===== src/rtl/stall_flush_ctrl_pkg.sv =====
// Shared types and defaults for the stall/flush controller.
// State enum for the flush FSM plus the default parameter values.
// The counter-width helper keeps every counter at least one bit wide.
package stall_flush_ctrl_pkg;

  typedef enum logic {
    RUN   = 1'b0,
    FLUSH = 1'b1
  } state_t;

  localparam int DEF_NUM_RS       = 2;
  localparam int DEF_RS_DEPTH     = 8;
  localparam int DEF_ROB_DEPTH    = 16;
  localparam int DEF_FLUSH_CYCLES = 2;
  localparam int DEF_STARVE_LIMIT = 4;

  // Bits needed to hold 0..max_val inclusive.
  function automatic int cnt_w(input int max_val);
    return (max_val < 1) ? 1 : $clog2(max_val + 1);
  endfunction

endpackage


===== src/rtl/stall_flush_ctrl_credit_counter.sv =====
// Free-entry credit counter, 0..DEPTH, resets and loads to DEPTH.
// Latency: count updates on the clock edge after inc/dec/load.
// Over/underflow saturates and pulses err for the cycle it happens.
module credit_counter
  import stall_flush_ctrl_pkg::*;
#(
  parameter int DEPTH = 8,
  parameter int CW    = cnt_w(DEPTH)
) (
  input  logic          clock,
  input  logic          reset,
  input  logic          inc,
  input  logic          dec,
  input  logic          load,
  output logic [CW-1:0] count,
  output logic          err
);

  localparam logic [CW-1:0] FULL = CW'(DEPTH);

  logic overflow;
  logic underflow;

  // Detect an illegal step; a load wins and hides any same-cycle step.
  always_comb begin
    overflow  = inc & ~dec & (count == FULL);
    underflow = dec & ~inc & (count == '0);
    err       = ~load & (overflow | underflow);
  end

  // Counter register: inc and dec together cancel, illegal steps hold.
  always_ff @(posedge clock or negedge reset) begin
    if (!reset) begin
      count <= FULL;
    end else if (load) begin
      count <= FULL;
    end else if (inc & ~dec & ~overflow) begin
      count <= count + 1'b1;
    end else if (dec & ~inc & ~underflow) begin
      count <= count - 1'b1;
    end
  end

endmodule


===== src/rtl/stall_flush_ctrl.sv =====
// Dispatch stall, mispredict flush and memory-port arbitration control.
// Latency: ready/enables/grants are combinational; credits update next edge.
// Dispatch stalls when the target RS or the ROB has no free entry or in flush.
module stall_flush_ctrl
  import stall_flush_ctrl_pkg::*;
#(
  parameter  int NUM_RS       = DEF_NUM_RS,
  parameter  int RS_DEPTH     = DEF_RS_DEPTH,
  parameter  int ROB_DEPTH    = DEF_ROB_DEPTH,
  parameter  int FLUSH_CYCLES = DEF_FLUSH_CYCLES,
  parameter  int STARVE_LIMIT = DEF_STARVE_LIMIT,
  localparam int CLS_W        = (NUM_RS > 1) ? $clog2(NUM_RS) : 1
) (
  input  logic              clock,
  input  logic              reset,
  input  logic              dispatch_valid,
  input  logic [CLS_W-1:0]  dispatch_class,
  input  logic [NUM_RS-1:0] rs_release,
  input  logic              rob_retire,
  input  logic              branch_mispredict,
  input  logic              commit_wr_mem,
  input  logic              ex_rd_mem,
  input  logic              if_rd_mem,
  output logic              dispatch_ready,
  output logic [NUM_RS-1:0] rs_enable,
  output logic              rob_enable,
  output logic              grant_commit,
  output logic              grant_ex,
  output logic              grant_if,
  output logic              if_enable,
  output logic              flush,
  output logic              credit_err
);

  localparam int RS_CW  = cnt_w(RS_DEPTH);
  localparam int ROB_CW = cnt_w(ROB_DEPTH);
  localparam int ST_CW  = cnt_w(STARVE_LIMIT);
  localparam int FL_CW  = cnt_w(FLUSH_CYCLES);
  localparam logic [ST_CW-1:0] STARVE_MAX = ST_CW'(STARVE_LIMIT);
  localparam logic [FL_CW-1:0] FLUSH_LAST = FL_CW'(FLUSH_CYCLES - 1);

  state_t             state;
  state_t             state_nxt;
  logic [FL_CW-1:0]   flush_cnt;
  logic [FL_CW-1:0]   flush_cnt_nxt;
  logic [ST_CW-1:0]   starve_cnt;
  logic [RS_CW-1:0]   rs_free [NUM_RS];
  logic [ROB_CW-1:0]  rob_free;
  logic [NUM_RS-1:0]  rs_err;
  logic               rob_err;
  logic               run;
  logic               class_free;
  logic               fire;
  logic               starved;

  assign run   = (state == RUN);
  assign flush = (state == FLUSH);

  // Flush FSM state register; reset aborts a flush without a clock edge.
  always_ff @(posedge clock or negedge reset) begin
    if (!reset) begin
      state     <= RUN;
      flush_cnt <= '0;
    end else begin
      state     <= state_nxt;
      flush_cnt <= flush_cnt_nxt;
    end
  end

  // Flush FSM next state: a mispredict (re)starts the window, else count down.
  always_comb begin
    state_nxt     = state;
    flush_cnt_nxt = flush_cnt;
    if (branch_mispredict) begin
      state_nxt     = FLUSH;
      flush_cnt_nxt = FLUSH_LAST;
    end else if (state == FLUSH) begin
      if (flush_cnt == '0) begin
        state_nxt = RUN;
      end else begin
        flush_cnt_nxt = flush_cnt - 1'b1;
      end
    end
  end

  // Dispatch gating: needs RUN, a ROB credit and a credit in the target class.
  always_comb begin
    class_free = 1'b0;
    rs_enable  = '0;
    for (int i = 0; i < NUM_RS; i++) begin
      if (int'(dispatch_class) == i && rs_free[i] != '0) class_free = 1'b1;
    end
    dispatch_ready = run & (rob_free != '0) & class_free;
    fire           = dispatch_valid & dispatch_ready;
    for (int i = 0; i < NUM_RS; i++) begin
      rs_enable[i] = fire & (int'(dispatch_class) == i);
    end
    rob_enable = fire;
  end

  // Memory-port arbitration; a starved fetch jumps ahead of load execute.
  always_comb begin
    starved      = (starve_cnt == STARVE_MAX);
    grant_commit = commit_wr_mem;
    grant_ex     = 1'b0;
    grant_if     = 1'b0;
    if (run && !commit_wr_mem) begin
      if (if_rd_mem && starved)  grant_if = 1'b1;
      else if (ex_rd_mem)        grant_ex = 1'b1;
      else if (if_rd_mem)        grant_if = 1'b1;
    end
    if_enable = run & ~(dispatch_valid & ~dispatch_ready) & (grant_if | ~if_rd_mem);
  end

  // Count consecutive denied fetch requests, saturating at the limit.
  always_ff @(posedge clock or negedge reset) begin
    if (!reset) begin
      starve_cnt <= '0;
    end else if (run && if_rd_mem && !grant_if) begin
      if (!starved) starve_cnt <= starve_cnt + 1'b1;
    end else begin
      starve_cnt <= '0;
    end
  end

  // Sticky credit error: any counter over/underflow latches until reset.
  always_ff @(posedge clock or negedge reset) begin
    if (!reset) begin
      credit_err <= 1'b0;
    end else if ((|rs_err) | rob_err) begin
      credit_err <= 1'b1;
    end
  end

  for (genvar g = 0; g < NUM_RS; g++) begin : g_rs
    credit_counter #(.DEPTH(RS_DEPTH), .CW(RS_CW)) u_rs_credit (
      .clock (clock),
      .reset (reset),
      .inc   (rs_release[g]),
      .dec   (rs_enable[g]),
      .load  (branch_mispredict),
      .count (rs_free[g]),
      .err   (rs_err[g])
    );
  end

  credit_counter #(.DEPTH(ROB_DEPTH), .CW(ROB_CW)) u_rob_credit (
    .clock (clock),
    .reset (reset),
    .inc   (rob_retire),
    .dec   (fire),
    .load  (branch_mispredict),
    .count (rob_free),
    .err   (rob_err)
  );

endmodule


===== config.mk =====
export PLATFORM = sky130hd
export DESIGN_NAME = stall_flush_ctrl
export DESIGN_NICKNAME = d
export VERILOG_FILES = /design/src/rtl/stall_flush_ctrl_pkg.sv /design/src/rtl/stall_flush_ctrl_credit_counter.sv /design/src/rtl/stall_flush_ctrl.sv
export SDC_FILE = /design/constraint.sdc
export NUM_CORES = 1
export LEC_CHECK = 0
export ABC_AREA = 1
export CAP_MARGIN = 20
export CORE_UTILIZATION = 30
export CTS_CLUSTER_DIAMETER = 60
export DETAILED_ROUTE_END_ITERATION = 6
export PLACE_DENSITY = 0.48
export SYNTH_ARGS = -nofsm -noshare
export SYNTH_HDL_FRONTEND = slang
export SYNTH_SLANG_ARGS = --single-unit

===== constraint.sdc =====
create_clock -name clock -period 2.4 [get_ports clock]
set_input_delay 0.72 -clock clock [delete_from_list [all_inputs] [get_ports clock]]
set_output_delay 0.72 -clock clock [all_outputs]
set_load 0.02 [all_outputs]

==> out/qor.csv <==
stage,metric,value,unit
floorplan,total die area,0.00530,mm2
global_routing,initial antenna violation count,0,
timing,Setup-failing EPs final,0,
cts,clock sink count,20,
synthesis,Post-Syn Area,0.00150,mm2
power_and_ir_drop,P per Cell Area,1050,mW/mm2
cells_and_area,fin nets,273,
timing,Slew Limit Fails,0,
floorplan,Die Height,72.8,um
setup_path,CP endpoint kind,output pin,
placed_design,"worst slack, placed",-0.761,ns
cells_and_area,share of cells above drive strength 1,0.377,
cells_and_area,"commonest non-fill, non-tap cell in the layout",buf_4,
timing,Setup Skew,0.00845,ns
cells_and_area,"commonest cells after routing, fill and taps aside","45 x buf_4, 29 x inv_1, 20 x nor2_1",
cts,Clock Path Buffers,2,
synthesis,sequential fraction of the synthesis area,0.335,
setup_path,worst-path maximum fanout,2,
cts,"Reg clk slew, reported paths",0.08,ns
floorplan,core area,0.00479,mm2
setup_path,CP required,1.68,ns
placed_design,Post-DP Area,0.00210,mm2
synthesis,Post-Syn Nets,207,
power_and_ir_drop,peak supply drop,0.000512,V
timing,normalized max-slew margin,0.815,
synthesis,number of synthesis warnings,0,
global_routing,remaining global-route overflow,0,
cts,CTS tree,built,
cts,CTS Buf Count,3,
min_path,Hold Path Class,reg -> reg,
timing,Slew @ Worst Pin,0.278,ns
outcome,status,finished clean,
cts,Root Buffer,clkbuf_8,
cts,CTS Hold Bufs,0,
timing,min Tclk post-route,2.33,ns
setup_path,startpoint types,input port,
power_and_ir_drop,leakage power,0.00106,uW
cells_and_area,antenna cell count,0,
synthesis,Post-Synthesis Cells,182,
drt,drt via density,4.53,
timing,fin crit share,0.973,
drt,DRT Pass-1 Iters,4,
global_routing,pin count of the biggest net entering global routing,21,
floorplan,FP Rows,25,
timing,RSZ-0062 raised after global routing,false,
synthesis,Post-Syn Area per Cell,8.26,um2
drt,starting DRC count in detailed routing,34,
timing,Peak Freq,428,MHz
setup_path,CP Class,in -> out,
synthesis,post-synthesis cell type count,29,
placed_design,PortBufs,20,
timing,setup ws final,0.0653,ns
drt,WL final,3.65,mm
flow_run,Max-cap violations,0,
timing,final count of hold timing violations,0,
cells_and_area,post-route cell area,0.00217,mm2
placed_design,Final GP Congestion,0.768,
cts,htree depth,1,
timing,setup TNS,0,ns
floorplan,die width,72.8,um
floorplan,Initial Util,0.314,
drt,DR DRC count,0,
cells_and_area,Util after Layout,0.454,
global_routing,gr usage total,0.154,
timing,Fin Hold WS,0.525,ns
cts,worst-skew pair later-pin latency,0.26,ns
cells_and_area,Syn-to-layout area delta,44.5,%
drt,drt wl/cell,11.6,um
synthesis,Yosys reg bits,20,
global_routing,first-pass GRT wire length,6.44,mm
drt,Vias,1422,
placed_design,dpl hpwl,2.93,mm
drt,post-route ant nets,0,
floorplan,boundary pin count,21,
global_routing,vias in the first global route,1505,
setup_path,"Arr. time, crit path",1.61,ns
-- worst paths after layout --
kind / from / slack (ns) / cells past startpoint / end
worst max-delay path: commit_wr_mem / 0.07 / 6 / if_enable
worst min register to register: credit_err / 0.52 / 2 / credit_err
worst max register to register: g_rs[0].u_rs_credit.count[3] / 0.22 / 15 / g_rs[0].u_rs_credit.count[3]
max in group asynchronous: reset / 1.32 / 2 / g_rs[1].u_rs_credit.count[3]
worst min-delay path: credit_err / 0.52 / 2 / credit_err
min in group asynchronous: reset / 0.80 / 2 / u_rob_credit.count[3]
-- metal layers --
| layer | GRT usage | vias up | wire length (um) |
|---|---|---|---|
| li1 | - | 730 | - |
| met1 | 0.186 | 667 | 1680 |
| met2 | 0.287 | 23 | 1830 |
| met3 | 0.0318 | 2 | 120 |
| met4 | 0.0240 | 0 | 13 |
| met5 | 0 | - | 0 |
-- stage by stage --
stage | cells | total power [uW]
2_1_floorplan | 182 | 1410
3_3_place_gp | 308 | 1920
3_5_place_dp | 308 | 1980
4_1_cts | 312 | 2260
5_1_grt | 314 | 2540
6_report | 314 | 2290
-- synth_stat cells --
cell	instances	area [um2]
xor2_1	3	26.3
nand3_4	2	35.0
a21oi_2	3	26.3
dfstp_2	3	78.8
a211oi_1	4	30.0
ha_1	11	138
xnor2_1	3	26.3
o21ai_1	1	5.00
nand3b_1	2	15.0
or2_2	1	6.26
clkinv_2	1	5.00
o21ai_0	4	20.0
o22ai_1	6	37.5
nand4_1	3	18.8
nand3_1	16	80.1
nor2_1	26	97.6
nand3_2	3	30.0
buf_4	3	22.5
dfrtp_1	17	425
nand2_4	2	22.5
a21oi_1	9	45.0
nand2_2	4	25.0
fa_1	3	60.1
inv_2	1	3.75
nor2_8	1	20.0
a21oi_4	1	16.3
nand2_1	16	60.1
nor3_1	3	15.0
inv_1	30	113
-- report_power, final --
group | switching, uW | leakage, uW | internal (uW)
clock | 120 | 0.0000228 | 118
combinational | 792 | 0.000788 | 745
sequential | 64.5 | 0.000247 | 451
total | 977 | 0.00106 | 1310
-- worst max-delay path, cell delays in order --
cell and delay [ns]:
buf_2 0.10, or2_4 0.25, a211oi_4 0.23, nor2_2 0.08, nor2_2 0.10, buf_6 0.12
-- flip-flops by register name, summed over array words and instances, names as in the netlist --
register and count:
flush 1, starve_cnt 3, g_rs.u_rs_credit.count 8, credit_err 1, flush_cnt 2, u_rob_credit.count 5
-- what timing repair did --
action	CTS	global route
pin swaps	8	9
resized for setup	49	8
setup buffers	0	3
setup endpoints to repair	19	10
-- logic make-up after synthesis --
family | share of synthesized area
and+or+nand+nor | 0.283
AOI/OAI and AO/OA | 0.120
adders and majority gates | 0.131
DFF | 0.335
xor gates and xnor gates | 0.0349
buffers and inverters | 0.0957
-- layout make-up --
type / instances / area (um2)
Clock buffer: 4 / 45.0
Sequential cell: 20 / 504
Timing Repair Buffer: 64 / 497
Tap cell: 67 / 83.8
Multi-Input combinational cell: 127 / 922
Inverter: 32 / 121
Fill cell: 489 / 2610
Power figures use the tool's default switching activity.
